===== config.mk =====
export PLATFORM = sky130hd
export DESIGN_NAME = cache_fill_ctrl
export DESIGN_NICKNAME = d
export VERILOG_FILES = /design/src/rtl/cache_fill_ctrl.sv
export SDC_FILE = /design/constraint.sdc
export NUM_CORES = 1
export LEC_CHECK = 0
export CORE_AREA = 10 10 153 155
export DETAILED_ROUTE_END_ITERATION = 10
export DIE_AREA = 0 0 163 165
export HOLD_SLACK_MARGIN = 0.05
export MAX_ROUTING_LAYER = met4
export SLEW_MARGIN = 20
export SYNTH_ARGS = -nofsm -noshare
export SYNTH_HDL_FRONTEND = slang
export SYNTH_SLANG_ARGS = --single-unit

===== constraint.sdc =====
create_clock -name clk -period 2 [get_ports clk]
set_input_delay 0.3 -clock clk [delete_from_list [all_inputs] [get_ports clk]]
set_output_delay 0.3 -clock clk [all_outputs]
set_load 0.05 [all_outputs]

===== src/rtl/cache_fill_ctrl.sv =====
// cache_fill_ctrl: fetches one four-word cache line from main memory after a miss,
// hands it to the cache with a line-write request, then pulses a flag clear.
// Optional build macro FILL_TIMEOUT_EN adds a per-word memory wait limit (TIMEOUT
// cycles) that aborts the fill through ERR with an err pulse.
//
// Memory handshake: mem_rd is held high for the whole RD state while mem_adr shows
// the word wanted; a word is transferred on every rising edge where mem_rd=1 and
// mem_ready=1, and mem_ready is ignored whenever mem_rd=0.
//
// The IDLE cycle that sees need only latches the miss address; RD is entered on the
// following edge, so the first word can be captured two edges after need is sampled.
module cache_fill_ctrl #(
  parameter int TIMEOUT = 255
) (
  input  logic        clk,
  input  logic        rst_n,
  input  logic        need,
  input  logic [14:0] Adr,
  input  logic        writed,
  output logic        mem_rd,
  output logic [14:0] mem_adr,
  input  logic [31:0] mem_data,
  input  logic        mem_ready,
  output logic [31:0] R1,
  output logic [31:0] R2,
  output logic [31:0] R3,
  output logic [31:0] R4,
  output logic        WE,
  output logic        forc,
  output logic        busy,
  output logic        err,
  output logic [2:0]  fsm_state
);

  typedef enum logic [2:0] {
    IDLE = 3'd0,
    RD   = 3'd1,
    WR   = 3'd2,
    CLR  = 3'd3,
    ERR  = 3'd4
  } state_t;

  state_t      state;
  logic [14:0] base;
  logic [1:0]  cnt;
  logic        pend;

  // Elaboration-time guard on the wait limit range.
  if (TIMEOUT < 1 || TIMEOUT > 255) begin : g_bad_timeout
    $error("cache_fill_ctrl: TIMEOUT must be in 1..255");
  end

`ifdef FILL_TIMEOUT_EN
  localparam logic [7:0] WAIT_LAST = 8'(TIMEOUT - 1);
  logic [7:0] wait_cnt;
`endif

  assign fsm_state = state;

  // Fill sequencer: state, line buffer and all registered outputs.
  always_ff @(posedge clk or negedge rst_n) begin
    if (!rst_n) begin
      state   <= IDLE;
      base    <= '0;
      cnt     <= '0;
      pend    <= 1'b0;
      mem_rd  <= 1'b0;
      mem_adr <= '0;
      R1      <= '0;
      R2      <= '0;
      R3      <= '0;
      R4      <= '0;
      WE      <= 1'b0;
      forc    <= 1'b0;
      busy    <= 1'b0;
      err     <= 1'b0;
`ifdef FILL_TIMEOUT_EN
      wait_cnt <= '0;
`endif
    end else begin
      case (state)
        IDLE: begin
          if (pend) begin
            pend    <= 1'b0;
            state   <= RD;
            mem_rd  <= 1'b1;
            mem_adr <= base;
            busy    <= 1'b1;
`ifdef FILL_TIMEOUT_EN
            wait_cnt <= '0;
`endif
          end else if (need) begin
            base <= Adr;
            cnt  <= '0;
            pend <= 1'b1;
          end
        end
        RD: begin
          if (mem_ready) begin
            case (cnt)
              2'd0:    R1 <= mem_data;
              2'd1:    R2 <= mem_data;
              2'd2:    R3 <= mem_data;
              default: R4 <= mem_data;
            endcase
            cnt <= cnt + 2'd1;
`ifdef FILL_TIMEOUT_EN
            wait_cnt <= '0;
`endif
            if (cnt == 2'd3) begin
              state   <= WR;
              mem_rd  <= 1'b0;
              mem_adr <= '0;
              WE      <= 1'b1;
            end else begin
              // 15-bit sum wraps 0x7FFF -> 0x0000 across tag and index.
              mem_adr <= base + 15'(cnt) + 15'd1;
            end
          end
`ifdef FILL_TIMEOUT_EN
          else if (wait_cnt == WAIT_LAST) begin
            state   <= ERR;
            mem_rd  <= 1'b0;
            mem_adr <= '0;
            err     <= 1'b1;
            forc    <= 1'b1;
          end else begin
            wait_cnt <= wait_cnt + 8'd1;
          end
`endif
        end
        WR: begin
          if (writed) begin
            state <= CLR;
            WE    <= 1'b0;
            forc  <= 1'b1;
          end
        end
        CLR: begin
          state <= IDLE;
          forc  <= 1'b0;
          busy  <= 1'b0;
        end
        ERR: begin
          state <= IDLE;
          forc  <= 1'b0;
          err   <= 1'b0;
          busy  <= 1'b0;
        end
        default: begin
          state  <= IDLE;
          mem_rd <= 1'b0;
          WE     <= 1'b0;
          forc   <= 1'b0;
          busy   <= 1'b0;
          err    <= 1'b0;
        end
      endcase
    end
  end

endmodule


# Word level (Yosys, flattened, before mapping)
# Index checks and enable logic that the tools add are counted.
# totals
register_bits,168
out_inout_bits,151
# classes
n_reduce_logical,20
addsub,3
bitwise,6
muxes,26
n_eq_ne,13
# ops
operator,n
2-to-1 mux 15 bit,3
case mux 15 bit (2 select lines),1
AND reduction 3 bit,6
AND reduction 4 bit,4
adder 15 x 1 -> 15 bit (second input constant),1
adder 15 x 2 -> 15 bit,1
2-to-1 mux 3 bit,4
inequality test 2 bit (second input constant),6
2-to-1 mux 1 bit,9
case mux 3 bit (3 select lines),1
OR reduction 3 bit,3
== test 3 x 2 -> 1 bit (second input constant),2
2-to-1 mux 2 bit,3
inverter 1 bit,6
case mux 1 bit (3 select lines),2
== test 2 bit (second input constant),2
case mux 1 bit (2 select lines),2
case mux 2 bit (2 select lines),1
AND reduction 2 bit,2
OR reduction 2 bit,2
== test 3 x 1 -> 1 bit (second input constant),1
== test 3 bit (second input constant),1
logical NOT 3 bit,1
adder 2 x 1 -> 2 bit (second input constant),1
3 further kinds,3

# Logic depth before layout (Yosys ltp)
# Gate-level depths: netlist (run 1).
# depth
ltp_word,5
ltp_mapped,9
depth_no_buf,7

# Worst setup path after synthesis (run 1)
# No wires, ideal clock.
# synth_path
path_type,register -> register
startpoint,"reg state[0], in the netlist fsm_state[0]"
endpoint,reg base[10]
stages_incl_launch_ff,8
n_path_buf,2
required_time_ps,1875
slack_ps,-274
arrival_ps,2149
setup_ps,125
period_less_slack_ps,2274
cell_sequence,dfrtp_1 -> inv_1 -> ha_1 -> buf_4 -> and2b_1 -> nand2_1 -> buf_2 -> mux2_2
# synth_via
elab_chain_len,2
# synth_rtl
item,line_no,text
"start, declared",43,state_t state;
"start signal, assigned",63,state <= IDLE;
"start signal, assigned",85,state <= RD;
"start signal, assigned",111,state <= WR;
logical NOT 3 bit,81,case (state)
AND reduction 3 bit (no line),--,
"end signal, assigned",93,base <= Adr;
"end, declared",44,logic [14:0] base;
# No other way between the ends.
# A chain may end at the register's enable or synchronous reset.

# Final worst setup path (run 1)
# layout_path
startpoint,reg base[0]
endpoint,reg mem_adr[14]
# layout_via
elab_chain_len,5
# layout_rtl
item,line_no,text
adder 15 x 2 -> 15 bit,117,mem_adr <= base + 15'(cnt) + 15'd1;
adder 15 x 1 -> 15 bit,117,
2-to-1 mux 15 bit,110,if (cnt == 2'd3) begin
2-to-1 mux 15 bit,99,if (mem_ready) begin
case mux 15 bit (2 select lines),81,
"end signal, assigned",87,mem_adr <= base;
"end signal, assigned",117,
"end, declared",21,"output logic [14:0] mem_adr,"
# No other way between the ends. The select of a mux whose other input is x is not followed.

==> impl_results.md, run 1 <==
- Outcome: finished, final reports clean
- Iter 0 DRT Violations: between 200 and 250
- Setup violators final: 0
- Slew headroom: 0.630
- Leak: approximately 4.7 nW
- Post-synth ARST share: 1.00
- Setup skew after layout: 0.0131 ns
- Clk_lat worst skew: 0.43 ns
- Wirelength per Cell: approximately 19 um
- Vias post-DR: 4973
- Final WL: ~20000 um
- Die Area: 26900 um^2
- Syn Inst Count: 496
- Largest net degree at the start of global routing: between 50 and 60
- Clk Tree Root Cell: clkbuf_16
- Die height: 165 um
- VDD IR-drop max: 0.00103 V
- Dpl hpwl: 14700 um
- CTS tree: yes
- Total CTS buffers: 17
- Final period utilization: 0.975
- Clock sink count: approximately 170
- Initial Util: 0.346
- I/O pin count: 203
- Min Tclk post-route: about 2.0 ns
- Crit path arrival time: roughly 2.3 ns
- Gpl congestion: 0.872
- CTS clock-pin slew for the worst setup and hold paths: 0.07 ns
- CTS H-tree lvls: 4
- Global route overflow: 0
- Final WS setup: 0.0492 ns
- Register area share after synthesis: 0.599
- CP Data Required Time: 2.30 ns
- Startpoint Class: register
- Number of synthesized flops with an enable pin: 0
- Fin. max-slew vios: 0
- Inst Count DP: 983
- First-pass GRT wire length: ~30000 um
- Hold crit path type: input pin to async pin
- Die W: between 150 and 200 um
- Setup Slack @ Placement: -0.101 ns
- Critical Path Sink Type: register
- Overall Power: approximately 0.019 W
- Yosys cell types: 52
- Cell Area, Synth: ~7000 um^2
- Number of port buffers: 200
- DR DRC count: 0
- CTS max path bufs: 2
- Post-route ant nets: 0
- Kind of critical path: register to register
- Critical path's slowest cell: dfrtp_1
- Fin util: 0.514
- CP max stage delay: about 0.36 ns
- Area growth from synthesis to layout: 48.6%
- Pwr Density: 1790 nW/um^2
- Worst Max-Slew Pin Slew: around 0.55 ns
- FMAX: just over 500 MHz
- Nets: between 700 and 800
- Row count: 52
- Syn Area/Cell: ~14 um^2
- Share of cells above drive strength 1: 0.327
- Crit-path max FO: 3
- Worst path cell trace: inv_2, ha_4, fa_2, nand4b_1, nor4_4, nor4b_2, nand3b_1
- WHS: about 0.34 ns
- Final Hold Fails: 0
- Number of global-route vias before repair: about 5400
- # diodes: 0
- Fin cells: between 1000 and 1500
- Global-route total usage across every layer: 0.150
- Via density: 4.89
- Max_cap viols: 0
- TritonRoute pass-1 iters: 4
- Initial antenna violation count: 0
- Core area: a little over 20000 um^2
- Reg2Reg Depth: 7
- Yosys warnings: 0
- Leading register cell type out of synthesis: dfrtp_1
- Yosys reg bits: roughly 170
[cell usage in the layout, fill, tap and decap left out, types with 3 or more instances in the layout]
cell and count:
clkdlybuf4s50_1 196, dfrtp_1 165, mux2_2 144, buf_4 31, nor2_1 18, clkbuf_16 17
buf_12 12, inv_1 11, a21oi_1 11, ha_1 11, o21ai_0 7, nand2_1 7
nor3_1 7, a31oi_1 6, nand3_1 6, nand4_1 5, mux2i_1 5, inv_2 4
nand3_2 4, clkinv_4 4, nor2b_1 3, a21o_1 3, nand3b_1 3, inv_6 3
[flip-flops by register name (all words and copies together), names as in the netlist]
signal,flops
R1,32
R2,32
R3,32
R4,32
base,15
mem_adr,15
cnt,2
fsm_state,2
WE,1
busy,1
forc,1
mem_rd,1
pend,1
[stage by stage]
| stage | setup TNS [ns] | instance area, um^2 |
|---|---|---|
| 4_1_cts | 0 | 10300 |
| 2_1_floorplan | -0.0238 | 6990 |
| 5_1_grt | -0.152 | 10400 |
| 6_report | 0 | 10400 |
| 3_3_place_gp | 0 | 9680 |
| 3_5_place_dp | -0.183 | 9680 |
[synthesized netlist by cell type (all sizes together), types with 2 or more instances]
master   count  area share
o311ai       2      0.0025
o21ai        9      0.0065
o221ai       2      0.0025
a22o         2      0.0025
o21a         2      0.0022
nand3b       3      0.0032
nor2b        3      0.0027
nor3         8      0.0057
a21o         3      0.0032
nand3       10      0.0072
nand2b       2      0.0018
a31oi        6      0.0054
a221oi       2      0.0025
inv         15      0.0081
nor4b        2      0.0025
clkbuf       3      0.0016
dfrtp      167        0.60
mux2       144        0.23
buf         23       0.017
nand2        8      0.0043
nor2        19       0.011
a21oi       11      0.0079
ha          12       0.022
a2111oi      3      0.0038
o41ai        2      0.0025
a21bo        2      0.0029
nor3b        2      0.0022
mux2i        6      0.0091
nand4        5      0.0045
[cell families after synthesis]
| kind of cell | Yosys count | share of synthesized area |
|---|---|---|
| other | 1 | 0.000537 |
| muxes | 150 | 0.242 |
| and+or+nand+nor | 69 | 0.0524 |
| AOI/OAI and AO/OA | 55 | 0.0552 |
| adders and majority gates | 13 | 0.0244 |
| DFF | 167 | 0.599 |
| buffers and inverters | 41 | 0.0271 |
[report_power, final]
group / internal, W / switching (W) / total [W] / leakage [nW]
combinational: 0.00370 / 0.00604 / 0.00974 / 2.21
clock: 0.00191 / 0.00143 / 0.00333 / 0.296
sequential: 0.00465 / 0.000841 / 0.00549 / 2.15
[metal layers]
metal | routed length (um) | up-vias | track usage
met5 | 0 | - | -
met4 | 255 | 0 | 0.0422
met3 | 1260 | 18 | 0.0463
met2 | 9680 | 156 | 0.242
met1 | 8430 | 2528 | 0.177
li1 | - | 2271 | -
[path summary, 6_finish.rpt]
| path | to | slack (ns) | startpoint |
|---|---|---|---|
| hold reg to reg | mem_adr[0] | 0.49 | mem_adr[0] |
| setup / recovery | mem_adr[14] | 0.05 | base[0] |
| hold / removal | mem_adr[7] | 0.34 | rst_n |
| max in group asynchronous | R3[13] | 1.02 | rst_n |
| min in group clk | base[12] | 0.48 | Adr[12] |
| setup reg to reg | mem_adr[14] | 0.05 | base[0] |
[area by class of cell]
class	instances	area, um^2
clock buffers	18	439
flip-flops and latches	167	4180
repair buffers	244	2490
multi-input cells	289	2700
fillers	1714	9800
well taps	270	338
clock inverters	14	166
inverters	15	56.3
[critical path, delay by kind of cell, from the launching register on]
kind,cells,cell delay (ns)
and+or+nand+nor,4,0.90
DFF,1,0.36
buffers and inverters,1,0.06
adders and majority gates,2,0.51
[timing repair]
item	in CTS	in global routing
setup buffers	0	1
endpoints found under the setup margin	4	8
endpoints found under the hold margin	32	0
pin swaps	0	5
resized for setup	4	17
hold buffers	1	0
Power figures use the tool's default switching activity.
==> run 2: changes to the inputs <==
--- a/config.mk
+++ b/config.mk
@@ -5,11 +5,13 @@
 export SDC_FILE = /design/constraint.sdc
 export NUM_CORES = 1
 export LEC_CHECK = 0
-export CORE_AREA = 10 10 153 155
+export CORE_AREA = 10 10 118 200
+export CTS_BUF_LIST = sky130_fd_sc_hd__clkbuf_16
 export DETAILED_ROUTE_END_ITERATION = 10
-export DIE_AREA = 0 0 163 165
+export DIE_AREA = 0 0 128 210
 export HOLD_SLACK_MARGIN = 0.05
 export MAX_ROUTING_LAYER = met4
+export SETUP_SLACK_MARGIN = 0.1
 export SLEW_MARGIN = 20
 export SYNTH_ARGS = -nofsm -noshare
 export SYNTH_HDL_FRONTEND = slang
==> impl_results.md, run 2 (synthesis gave the netlist of run 1 again) <==
- Wire length on met2: 12200 um (+26%)
- Critical path's slowest cell: dfrtp_2
- Internal Power: 0.00962 W (-6.1%)
- Worst Max-Slew Pin Slew: 0.601 ns (+0.0484 ns)
- Setup violators final: 0 (unchanged)
- Most common cell after layout, fill and taps aside: dfrtp_1
- VDD IR-drop max: 0.000842 V (-18%)
- Initial antenna violation count: 0 (unchanged)
- Setup skew after layout: 0.00702 ns (-0.00604 ns)
- Via density: 5.08 (+3.8%)
- Inst Count DP: 955 (-2.8%)
- Fin. max-slew vios: 0 (unchanged)
- Area growth from synthesis to layout: 45.9%
- Global-route total usage across every layer: 0.160 (+0.0105)
- Final WL: 20900 um (+6.3%)
- Startpoint Class: register
- Die height: 210 um (+27%)
- Dpl hpwl: 15700 um (+7.0%)
- WP buf/inv: 1 (unchanged)
- Crit-path max FO: 6 (+3)
- Gpl congestion: 0.874 (+0.31%)
- Most frequent cells in the layout: 164 x dfrtp_1, 145 x dlygate4sd2_1, 144 x mux2_2
- Outcome: finished, final reports clean
- Fin cells: 995 (-2.2%)
- Row count: 69 (+33%)
- Kind of critical path: register to register
- Vias post-DR: 5052 (+1.6%)
- Post-route ant nets: 0 (unchanged)
- Min Tclk post-route: 1.93 ns (-0.0239 ns)
- Total CTS buffers: 17 (unchanged)
- # diodes: 0 (unchanged)
- CTS clock-pin slew for the worst setup and hold paths: 0.06 ns (about the same)
- Worst path cell trace: ha_1, nand2b_1, buf_4, a21oi_1, a41oi_1, a221oi_2
- CP Data Required Time: 2.33 ns (+0.03 ns)
- Share of cells above drive strength 1: 0.341 (+0.0147)
- CP delay by family, top: compound AO/OA/AOI/OAI gates
- DR DRC count: 0 (unchanged)
- Clk_lat worst skew: 0.43 ns (about the same)
- Die W: 128 um (-21%)
- Final period utilization: 0.963 (-0.0119)
- Iter 0 DRT Violations: 334 (+43%)
- Core area: 20200 um^2 (+0.16%)
- Global route overflow: 0 (unchanged)
- Switching Share: 0.465 (+0.0171)
- Nets: 800 (+0.13%)
- Fillers: 1848 (+7.8%)
- Wirelength per Cell: 21.0 um (+8.7%)
- Initial Util: 0.345 (-0.000557)
- First-pass GRT wire length: 32500 um (+5.7%)
- CTS H-tree lvls: 4 (unchanged)
- Max layer used: met4
- M1 wire length: 6900 um (-18%)
- Comb pwr share: 0.512 (-0.013)
- Leak: 5.13 nW (+10%)
- Dpl cell area: 9600 um^2 (-0.85%)
- Crit path arrival time: 2.26 ns (about the same)
- Critical Path Sink Type: register
- Pwr Density: 1770 nW/um^2 (-1.4%)
- Fin util: 0.504 (-0.00987)
- Final WS setup: 0.0731 ns (+0.0239 ns)
- Psw: 0.00835 W (+0.56%)
- CTS tree: yes
- CP max stage delay: 0.44 ns (+0.08 ns)
- Final Hold Fails: 0 (unchanged)
- Largest net degree at the start of global routing: 52 (-1.9%)
- WL met3: 1030 um (-18%)
- Slew headroom: 0.601 (-0.0295)
- Clk Tree Root Cell: clkbuf_16
- I/O pin count: 203 (unchanged)
- Sequential power share: 0.304 (+0.008)
- Final instance area: 10200 um^2 (-1.8%)
- Hold crit path type: input pin to async pin
- TritonRoute pass-1 iters: 5 (+1)
- Setup Slack @ Placement: 0.00833 ns (+0.109 ns)
- Max_cap viols: 0 (unchanged)
- Number of global-route vias before repair: 5702 (+4.8%)
- Die Area: 26900 um^2 (about the same)
- Clock power frac: 0.185 (+0.005)
- CTS max path bufs: 2 (unchanged)
- FMAX: 519 MHz (+1.2%)
- Number of port buffers: 200 (unchanged)
- RSZ-0062 raised after global routing: yes
- Clock sink count: 167 (unchanged)
-- run 2: cell types whose count changed in the layout (fill, tap and decap cells not counted), moves of 3 or more --
cell             change
dlygate4sd2_1      +143
buf_4                +7
ha_1                 -3
clkdlybuf4s50_1    -146
buf_12               -4
-- run 2: layout make-up --
class | instances | area [um^2] | share of cell area
clock buffer | 17 | 425 | 0.0418
clock inverter | 14 | 174 | 0.0171
timing repair buffer | 245 | 2260 | 0.222
inverter | 15 | 56.3 | 0.00553
tap | 248 | 310 | 0.0305
sequential | 167 | 4180 | 0.411
multi-input combinational | 289 | 2770 | 0.272
-- run 2: worst paths after layout --
| path | start | to | cells past startpoint | slack (ns) |
|---|---|---|---|---|
| setup / recovery | cnt[1] | mem_adr[9] | 6 | 0.07 |
| hold / removal | rst_n | base[10] | 2 | 0.39 |
| setup reg to reg | cnt[1] | mem_adr[9] | 6 | 0.07 |
| hold reg to reg | R2[1] | R2[1] | 1 | 0.50 |
| max in group asynchronous | rst_n | R3[13] | 3 | 0.97 |
| min in group clk | Adr[5] | base[5] | 2 | 0.48 |
-- run 2: power by group through the flow --
stage | combinational (W) | clock, W | sequential [W]
2_1_floorplan | 0.00255 | 0 | 0.00911
3_3_place_gp | 0.00959 | 0 | 0.00551
3_5_place_dp | 0.00975 | 0 | 0.00557
4_1_cts | 0.00914 | 0.00343 | 0.00547
5_1_grt | 0.00972 | 0.00356 | 0.00562
6_report | 0.00920 | 0.00332 | 0.00546
-- run 2: what timing repair did --
action,CTS,global route
gates resized for setup,155,17
hold buffers,1,0
endpoints found under the hold margin,44,0
setup endpoints to repair,152,16
setup buffers,4,4
pin swaps,6,9
-- run 2: routing by layer --
metal,global-route usage,vias up
met5,-,-
met4,0.0651,0
met3,0.0415,41
met2,0.299,178
met1,0.149,2576
li1,-,2257
-- run 2: through the flow --
stage | hold WS, ns | total power, W | TNS (ns)
finish | 0.393 | 0.0180 | 0
global route | 0.436 | 0.0189 | -0.177
CTS | 0.408 | 0.0180 | 0
detailed placement | 0.294 | 0.0153 | 0
global placement | 0.280 | 0.0151 | 0
floorplan | 0.00441 | 0.0117 | 0
==> run 3: changes to the inputs <==
--- a/config.mk
+++ b/config.mk
@@ -9,8 +9,10 @@
 export CTS_BUF_LIST = sky130_fd_sc_hd__clkbuf_16
 export DETAILED_ROUTE_END_ITERATION = 10
 export DIE_AREA = 0 0 128 210
+export DONT_BUFFER_PORTS = 1
 export HOLD_SLACK_MARGIN = 0.05
 export MAX_ROUTING_LAYER = met4
+export PLACE_DENSITY_LB_ADDON = 0.08
 export SETUP_SLACK_MARGIN = 0.1
 export SLEW_MARGIN = 20
 export SYNTH_ARGS = -nofsm -noshare
==> impl_results.md, run 3 (synthesis gave the netlist of run 1 again) <==
- Die height: 210 um (unchanged)
- Final Hold Fails: 167 (+167)
- Fin util: 0.433 (-0.0713)
- Max layer used: met4
- Switching Share: 0.486 (+0.0215)
- CTS H-tree lvls: 4 (unchanged)
- Setup Slack @ Placement: -0.192 ns (-0.200 ns)
- # diodes: 0 (unchanged)
- Internal Power: 0.00845 W (-12%)
- FF-to-FF End: mem_adr[14]
- CP Data Required Time: 2.31 ns (-0.02 ns)
- Reg2Reg Depth: 7 (+1)
- Startpoint Class: register
- Share of cells above drive strength 1: 0.409 (+0.0681)
- Clock power frac: 0.191 (+0.006)
- Global route overflow: 0 (unchanged)
- WHS: -0.432 ns (-0.825 ns)
- Most common cell after layout, fill and taps aside: dfrtp_1
- Slew headroom: 0.619 (+0.0185)
- Pwr Density: 1880 nW/um^2 (+6.5%)
- I/O pin count: 203 (unchanged)
- Min Tclk post-route: 1.89 ns (-0.0370 ns)
- Failing checks: negative hold slack
- Clk Tree Root Cell: clkbuf_16
- WL met3: 1720 um (+67%)
- Most frequent cells in the layout: 165 x dfrtp_1, 144 x mux2_2, 48 x dlygate4sd3_1
- Setup violators final: 0 (unchanged)
- Dpl hpwl: 13900 um (-11%)
- Gpl congestion: 0.813 (-7.1%)
- Fin cells: 839 (-16%)
- Fin. max-slew vios: 0 (unchanged)
- Count of hold-fix buffers inserted at cts: 48 (+47)
- Initial antenna violation count: 0 (unchanged)
- Number of global-route vias before repair: 4826 (-15%)
- Wirelength per Cell: 23.0 um (+9.7%)
- Post-route ant nets: 0 (unchanged)
- Global-route total usage across every layer: 0.148 (-0.0119)
- Area growth from synthesis to layout: 25.3%
- Psw: 0.00799 W (-4.3%)
- Comb pwr share: 0.234 (-0.278)
- Worst Max-Slew Pin Slew: 0.571 ns (-0.0302 ns)
- M1 wire length: 6620 um (-4.0%)
- Max_cap viols: 0 (unchanged)
- Via density: 5.19 (+2.2%)
- Largest net degree at the start of global routing: 168 (+220%)
- Setup skew after layout: 0.00823 ns (+0.00121 ns)
- Die W: 128 um (unchanged)
- Critical R2R Launch: base[0]
- Leak: 4.03 nW (-22%)
- Nets: 644 (-20%)
- VDD IR-drop max: 0.000938 V (+11%)
- TritonRoute pass-1 iters: 4 (-1)
- Core area: 20200 um^2 (unchanged)
- Clock sink count: 167 (unchanged)
- Worst R2R Setup Slack: 0.11 ns (+0.04 ns)
- FMAX: 529 MHz (+2.0%)
- Final period utilization: 0.945 (-0.0185)
- Clk_lat worst skew: 0.43 ns (about the same)
- Sequential power share: 0.576 (+0.272)
- RSZ-0062 raised after global routing: yes
- Row count: 69 (unchanged)
- Critical Path Sink Type: register
- Hold crit path type: input pin to async pin
- Total CTS buffers: 17 (unchanged)
- First-pass GRT wire length: 29900 um (-8.2%)
- Kind of critical path: register to register
- Final WL: 19300 um (-7.5%)
- Crit path arrival time: 2.20 ns (-0.06 ns)
- DR DRC count: 0 (unchanged)
- Wire length on met2: 10700 um (-13%)
- CTS clock-pin slew for the worst setup and hold paths: 0.07 ns (about the same)
- Final WS setup: 0.110 ns (+0.0370 ns)
- Outcome: finished with violations
- Vias post-DR: 4354 (-14%)
- Crit-path max FO: 4 (-2)
- CTS max path bufs: 2 (unchanged)
- CTS tree: yes
- Overall Power: 0.0164 W (-8.5%)
- Initial Util: 0.345 (unchanged)
- Inst Count DP: 752 (-21%)
- Iter 0 DRT Violations: 198 (-41%)
- Die Area: 26900 um^2 (unchanged)
- Number of port buffers: 0 (-100%)
-- run 3: changes by cell type in the layout (fill, tap and decap cells not counted), moves of 3 or more --
cell             change
buf_4                -5
clkdlybuf4s50_1     -50
dlygate4sd2_1      -145
dlygate4sd3_1       +47
o21ai_0              +3
o21ai_1              -3
-- run 3: final cells by class --
| type | count | area [um^2] |
|---|---|---|
| clock buffer | 17 | 425 |
| clock inverter | 14 | 135 |
| fill | 1879 | 11500 |
| inverter | 15 | 56.3 |
| multi-input combinational | 289 | 2760 |
| sequential | 167 | 4180 |
| tap | 248 | 310 |
| timing repair buffer | 89 | 871 |
-- run 3: worst max-delay path by stage --
| stage | from | endpoint | slack (ns) | depth (start not counted) |
|---|---|---|---|---|
| finish | base[0] | mem_adr[14] | 0.11 | 7 |
| global route | base[0] | mem_adr[12] | -0.03 | 7 |
| CTS | base[0] | mem_adr[12] | 0.07 | 7 |
| detailed placement | base[0] | mem_adr[11] | -0.19 | 7 |
| global placement | base[0] | mem_adr[13] | -0.14 | 7 |
| floorplan | fsm_state[1] | mem_adr[10] | 0.08 | 9 |
-- run 3: what timing repair did --
| item | 4_1_cts | 5_1_grt |
|---|---|---|
| hold endpoints to repair | 311 | 167 |
| pin swaps | 1 | 2 |
| buffers inserted | 1 | 7 |
| setup endpoints to repair | 19 | 14 |
| gates resized for setup | 8 | 10 |
-- run 3: critical path, stage by stage, from the launching register on --
cell and delay, ns:
dfrtp_1 0.37, inv_2 0.06, ha_4 0.16, fa_2 0.36, nand4b_1 0.30, nor4_2 0.27
nor4b_1 0.09, nand3b_1 0.16
-- run 3: metrics by stage --
| stage | area (um^2) | hold slack, ns | TNS, ns |
|---|---|---|---|
| final | 8740 | -0.432 | 0 |
| after CTS | 8650 | -0.464 | 0 |
| after global placement | 7550 | 0.00968 | -0.273 |
| after global routing | 8740 | -0.464 | -0.0418 |
| after floorplan | 7050 | 0.00441 | 0 |
| after detailed placement | 7550 | 0.00980 | -0.321 |
-- run 3: routing by layer --
layer,up-vias,track usage
met5,-,-
met4,0,0.0518
met3,22,0.0606
met2,146,0.259
met1,2238,0.144
li1,1948,-
-- run 3: power by group through the flow --
stage	clock network, W	registers, W	logic (W)
after floorplan	0	0.00911	0.00255
after global placement	0	0.00959	0.00339
after detailed placement	0	0.00961	0.00350
after CTS	0.00327	0.00954	0.00368
after global routing	0.00339	0.00965	0.00425
final	0.00314	0.00946	0.00384
